==> src/rtl/alu_exec_unit.sv <==
// Execute-stage arithmetic block: ALU-control decode, 32-bit ALU with zero/overflow
// flags, and an independent branch-target adder, all registered with one-cycle latency.
module alu_exec_unit #(
  parameter int WIDTH = 32
) (
  input  logic             clk,
  input  logic             reset,
  input  logic             in_valid,
  input  logic [1:0]       alu_op,
  input  logic [5:0]       funct,
  input  logic [WIDTH-1:0] op_a,
  input  logic [WIDTH-1:0] op_b,
  input  logic [WIDTH-1:0] add_a,
  input  logic [WIDTH-1:0] add_b,
  output logic             out_valid,
  output logic [3:0]       alu_ctrl,
  output logic [WIDTH-1:0] alu_result,
  output logic             zero,
  output logic             overflow,
  output logic [WIDTH-1:0] add_y
);

  localparam logic [3:0] CTRL_AND = 4'b0000;
  localparam logic [3:0] CTRL_OR  = 4'b0001;
  localparam logic [3:0] CTRL_ADD = 4'b0010;
  localparam logic [3:0] CTRL_SUB = 4'b0110;
  localparam logic [3:0] CTRL_SLT = 4'b0111;
  localparam logic [3:0] CTRL_NOR = 4'b1100;
  localparam logic [3:0] CTRL_BAD = 4'b1111;

  logic [3:0]       ctrl_next;
  logic [WIDTH-1:0] result_next;
  logic             overflow_next;
  logic [WIDTH-1:0] sum;
  logic [WIDTH-1:0] diff;

  always_comb begin
    ctrl_next = CTRL_BAD;
    unique case (alu_op)
      2'b00:   ctrl_next = CTRL_ADD;
      2'b01:   ctrl_next = CTRL_SUB;
      2'b11:   ctrl_next = CTRL_ADD;
      default: begin
        case (funct)
          6'b100000: ctrl_next = CTRL_ADD;
          6'b100010: ctrl_next = CTRL_SUB;
          6'b100100: ctrl_next = CTRL_AND;
          6'b100101: ctrl_next = CTRL_OR;
          6'b101010: ctrl_next = CTRL_SLT;
          6'b100111: ctrl_next = CTRL_NOR;
          default:   ctrl_next = CTRL_BAD;
        endcase
      end
    endcase
  end

  assign sum  = op_a + op_b;
  assign diff = op_a - op_b;

  // Overflow is only meaningful for ADD/SUB; every other code forces it low.
  always_comb begin
    result_next   = '0;
    overflow_next = 1'b0;
    case (ctrl_next)
      CTRL_AND: result_next = op_a & op_b;
      CTRL_OR:  result_next = op_a | op_b;
      CTRL_NOR: result_next = ~(op_a | op_b);
      CTRL_ADD: begin
        result_next   = sum;
        overflow_next = (op_a[WIDTH-1] == op_b[WIDTH-1]) &&
                        (sum[WIDTH-1] != op_a[WIDTH-1]);
      end
      CTRL_SUB: begin
        result_next   = diff;
        overflow_next = (op_a[WIDTH-1] != op_b[WIDTH-1]) &&
                        (diff[WIDTH-1] != op_a[WIDTH-1]);
      end
      CTRL_SLT: result_next = {{(WIDTH-1){1'b0}}, ($signed(op_a) < $signed(op_b))};
      default:  result_next = '0;
    endcase
  end

  always_ff @(posedge clk) begin
    if (reset) begin
      out_valid  <= 1'b0;
      alu_ctrl   <= '0;
      alu_result <= '0;
      zero       <= 1'b0;
      overflow   <= 1'b0;
      add_y      <= '0;
    end else begin
      out_valid <= in_valid;
      if (in_valid) begin
        alu_ctrl   <= ctrl_next;
        alu_result <= result_next;
        zero       <= (result_next == '0);
        overflow   <= overflow_next;
        add_y      <= add_a + add_b;
      end
    end
  end

endmodule

==> config.mk <==
export PLATFORM = sky130hd
export DESIGN_NAME = alu_exec_unit
export DESIGN_NICKNAME = d
export VERILOG_FILES = /design/src/rtl/alu_exec_unit.sv
export SDC_FILE = /design/constraint.sdc
export NUM_CORES = 1
export LEC_CHECK = 0
export ABC_AREA = 1
export CORE_ASPECT_RATIO = 0.6
export CORE_MARGIN = 5
export CORE_UTILIZATION = 48
export CTS_BUF_LIST = sky130_fd_sc_hd__clkbuf_4
export DETAILED_ROUTE_END_ITERATION = 6
export PLACE_DENSITY_LB_ADDON = 0.08
export SLEW_MARGIN = 20
export SYNTH_ARGS = -nofsm -noshare
export SYNTH_HDL_FRONTEND = slang
export SYNTH_SLANG_ARGS = --single-unit
export TNS_END_PERCENT = 50
==> constraint.sdc <==
create_clock -name clk -period 3.76 [get_ports clk]
set_input_delay 0.752 -clock clk [delete_from_list [all_inputs] [get_ports clk]]
set_output_delay 0.752 -clock clk [all_outputs]
set_load 0.05 [all_outputs]
---- After elaboration in Yosys (flattened, before gate mapping) ----
Index checks and enable logic that the tools add are counted.
word-level totals
  register bits ........................... 71
  logic and storage cells ................. 40
  input port bits ......................... 139
  output and inout port bits .............. 71
operators by class
  eq/ne operators ......................... 17
  $add $sub $neg .......................... 3
  mux-type cells .......................... 4
  bitwise logic cells ..................... 3
  reductions and logical operators ........ 6
  order comparisons ....................... 1
operators by type and width
  operator            count
  $pmux 32 s6         1
  $add 32x32->32      2
  $eq 6x6->1 const B  6
  $and 32x32->32      1
  $logic_not 32->1    1
  $lt 32x32->1        1
  $not 32->32         1
  $or 32x32->32       1
  $sub 32x32->32      1
  $pmux 4 s6          1
  $eq 4x3->1 const B  2
  $pmux 4 s2          1
  $eq 4x1->1 const B  1
  $eq 4x2->1 const B  1
  $eq 4x4->1 const B  1
  $logic_not 4->1     1
  $ne 1x1->1          3
  $eq 2x1->1 const B  1
  $eq 2x2->1 const B  1
  $logic_and 1x1->1   2
  $logic_not 2->1     1
  $pmux 1 s2          1
  $reduce_or 2->1     1
  $eq 1x1->1          1

---- Depth between registers and ports, before layout ----
  word-level depth ........................ 6
  mapped depth ............................ 22

---- Worst setup path after synthesis ----
OpenSTA, ideal clock, no wires.
  path kind ............................... input-to-reg
  start point ............................. input port add_a[0]
  end point ............................... register add_y[22]
  setup slack ............................. 0.922 ns
  path buffers ............................ 0
  arrival ................................. 2.780 ns
  setup time .............................. 0.058 ns
  required time ........................... 3.702 ns
  cell stages on the path ................. 16
  cells stage by stage .................... ha_1 -> inv_1 -> fa_1 -> nand3b_1 -> nand2_1 -> a21oi_1 -> o21ai_0 -> a21oi_1 -> inv_1 -> nand2_1 -> nand2_1 -> a21boi_0 -> or2_2 -> nand3_1 -> o211ai_1 -> inv_1
between the ends
  longest elaborated chain between the ends .. 1
ends and longest elaborated chain
  item                    RTL line  text
  start: declaration      13        input logic [WIDTH-1:0] add_a,
  $add 32x32->32          98        add_y <= add_a + add_b;
  end signal: assignment  98
  end: declaration        20        output logic [WIDTH-1:0] add_y
No other way between the ends.
A chain may end at the register's enable or synchronous reset.

---- Final worst setup path ----
  start point ............................. input port op_b[12]
  end point ............................... register zero
between the ends
  longest elaborated chain between the ends .. 4
  elaborated cells on any way between the ends .. 8
  those cells by class .................... 2 x add/sub; 1 x order compare; 1 x mux; 3 x bitwise; 1 x reduce/logical
ends and longest elaborated chain
  item                                                    RTL line  text
  start: declaration                                      12        input logic [WIDTH-1:0] op_b,
  branches (longest 2 deep; another with $sub 32x32->32)  --
  $pmux 32 s6 *                                           64        case (ctrl_next)
  $logic_not 32->1 *                                      96        zero <= (result_next == '0);
  end signal: assignment                                  96
  end: declaration                                        18        output logic zero,
Every way passes the cells marked *.

==> results.cfg <==
[global_route]
grt_pass1_vias = 13149
grt_pass1_wl_mm = 71.95
grt_max_degree = 58
grt_util_all_layers = 0.3385
grt_antenna_before_repair = 1
grt-ovfl-total = 0

[sta]
drv_slew = 0
hold_violations = 0
fin_ws_ps = 174.6
fin_worst_skew_ps = 0
timing.fmax_ghz = 0.2789
post-route-period-util = 0.9536
worstMarginPinSlew_ps = 598.6
period_needed_ps = 3585
grt_setup_unrepaired = false
setup_violations = 0
relSlewSlack = 0.5967
whs_ps = 492.6

[critical_path]
reg2reg_depth = 4
r2r_start = alu_result[28]
worstSetupStartpointType = primary input
worstPathMaxFanout = 7
ff2ff_setup_slack_ps = 3010
end_kind = flip-flop
crit_required_ps = 4130
worst-setup-path-type = in -> reg
rr_endpoint = alu_result[28]
cp.arrival_ps = 3950

[job]
cap_viol_max_count = 0

[synth]
syn_nets = 2287
ys_seq_area_frac = 0.1270
ys_ff_latch = 71
syn_area_per_cell_sq_um = 5.556
synth_cell_type_count = 47
synth_ff_type = dfxtp_1
syn_inst = 2015
synth_top_area_share = 0.1817
ys_top_cells_by_area = nand2_1 18%, ha_1 15%, dfxtp_1 13%
synth_top_cell_by_area = nand2_1
synth_edf_count = 0
syn_area_sq_um = 11200
async_flop_share = 0
yosysWarningCount = 0

[place]
io_buffers = 209
place_ws_ps = -190.3
placed_cell_area_sq_um = 14610
hpwl_mm = 40.05
place_congestion = 1.055

[floorplanning]
die-width_um = 207.2
initial_utilization = 0.4862
io_pins = 210
die_h_um = 128.3
coreArea_sq_um = 23030
row_count = 43
dieArea_sq_um = 26580

[detailed_routing]
drt-wirelength-per-cell_um = 17.94
drc = 0
finalWirelength_mm = 47.58
firstDrtPassIters = 5
viasPerCell = 5.402
postRouteAntennaNets = 0
drt-initial-drc-count = 1738
vias = 14326

[pwr]
powerDensity_nw_per_um2 = 260.8
peakVddDrop_uv = 217.6
power_mw = 3.859
p_leak_nw = 8.014

[clocking]
cts_buffers = 9
clock_sinks = 71
cts_setup_buffers = 0
clkTransAtPathRegs_ps = 120
clk_latency_ps = 430
cts_resized = 0
hold_buffers = 0
cts-htree-levels = 3
cts_tree = done
clockRootBuffer = clkbuf_4
clock_path_buffers = 2

[layout]
syn2layout_area_growth_pct = 32.16
fin_util = 0.6426
final_nets = 2603
drive_above_1_share = 0.09418
finalInstanceArea_sq_um = 14800

[hold_path]
hold_end = alu_result[14]
hold_path_class = reg -> reg
hp-start = alu_result[14]
hold_depth = 2

[run_status]
status = finished clean
## where the power goes
| group | total (mW) | switching, mW | internal, mW | leakage, nW |
|---|---|---|---|---|
| Sequential | 0.866 | 0.0436 | 0.822 | 0.589 |
| Combinational | 2.36 | 1.47 | 0.889 | 7.33 |
| Clock | 0.635 | 0.303 | 0.332 | 0.0933 |
| Total | 3.86 | 1.82 | 2.04 | 8.01 |
## layout make-up
cell class,count,area (sq um)
fillers,2285,8230
clock inverters,7,111.4
well taps,315,394.1
diodes,1,2.502
repair buffers,365,3323
flip-flops and latches,71,1421
clock buffers,9,67.56
inverters,375,1408
multi-input cells,1509,8069
## worst max-delay path by stage
stage / start / depth (start not counted) / end / slack (ps)
after global routing: op_a[8] / 21 / zero / 30
after floorplan: add_a[0] / 16 / add_y[22] / 920
after global placement: op_a[8] / 20 / zero / -210
after detailed placement: op_a[8] / 18 / zero / -190
final: op_b[12] / 20 / zero / 170
after CTS: op_a[8] / 18 / zero / 250
## flip-flops by register name, indices dropped and copies added, names as in the netlist
signal	flops
add_y	32
alu_result	32
alu_ctrl	4
out_valid	1
overflow	1
zero	1
## stage by stage
step / TNS [ps] / std cells
floorplan: 0 / 2015
global placement: -214.6 / 2635
detailed placement: -196.7 / 2635
CTS: 0 / 2651
global route: 0 / 2652
finish: 0 / 2652
## kinds of logic after synthesis
| group | share of synthesized area |
|---|---|
| compound gates | 0.1367 |
| simple gates | 0.4071 |
| flops | 0.1270 |
| buf+inv | 0.1528 |
| fa+ha+maj | 0.1506 |
| xor+xnor | 0.02582 |
## worst max-delay path: stages
cell,delay (ps)
clkdlybuf4s50_1,480
inv_1,70
ha_1,440
nand2_1,240
nor2_1,190
buf_4,140
inv_1,50
nor2_1,270
nand3b_1,200
nand3_1,120
nand2_1,50
nand3_1,60
nand2_1,80
nor2_2,150
nand2_1,130
nor2_1,120
nand2_1,60
nor2_1,140
nand3_1,90
a21oi_1,130
## per-layer routing
layer / share of wire / track usage / routed length (um) / up-vias
li1: - / - / - / 6972
met5: 0 / 0 / 0 / -
met4: 0.011 / 0.03730 / 508 / 0
met2: 0.39 / 0.4825 / 18530 / 783
met3: 0.13 / 0.1101 / 6251 / 45
met1: 0.47 / 0.5094 / 22290 / 6526
## Yosys cell counts (all sizes together) (2+ instances only)
library cell	n
o21ai	109
nand3b	15
clkbuf	24
buf	36
nand3	194
nor4	2
a21boi	3
dfxtp	71
ha	130
a31oi	6
xor2	23
o211ai	17
a221oi	2
o21bai	9
o221ai	4
nand2	549
nand4	23
o22ai	3
or2	4
fa	3
xnor2	10
inv	374
o21a	2
nor2	257
nor3	18
and2	4
a21o	6
a21oi	110
## cell usage in the layout (no fill, tap or decap), drive strengths merged, types with 18 or more instances in the layout
| master | count |
|---|---|
| o21ai | 109 |
| inv | 374 |
| nand2 | 549 |
| ha | 130 |
| a21oi | 110 |
| clkdlybuf4s50 | 208 |
| buf | 157 |
| dfxtp | 71 |
| nor2 | 257 |
| xor2 | 23 |
| nand4 | 23 |
| nand3 | 194 |
| nor3 | 18 |
No activity file was read; power rests on OpenSTA's default activity.
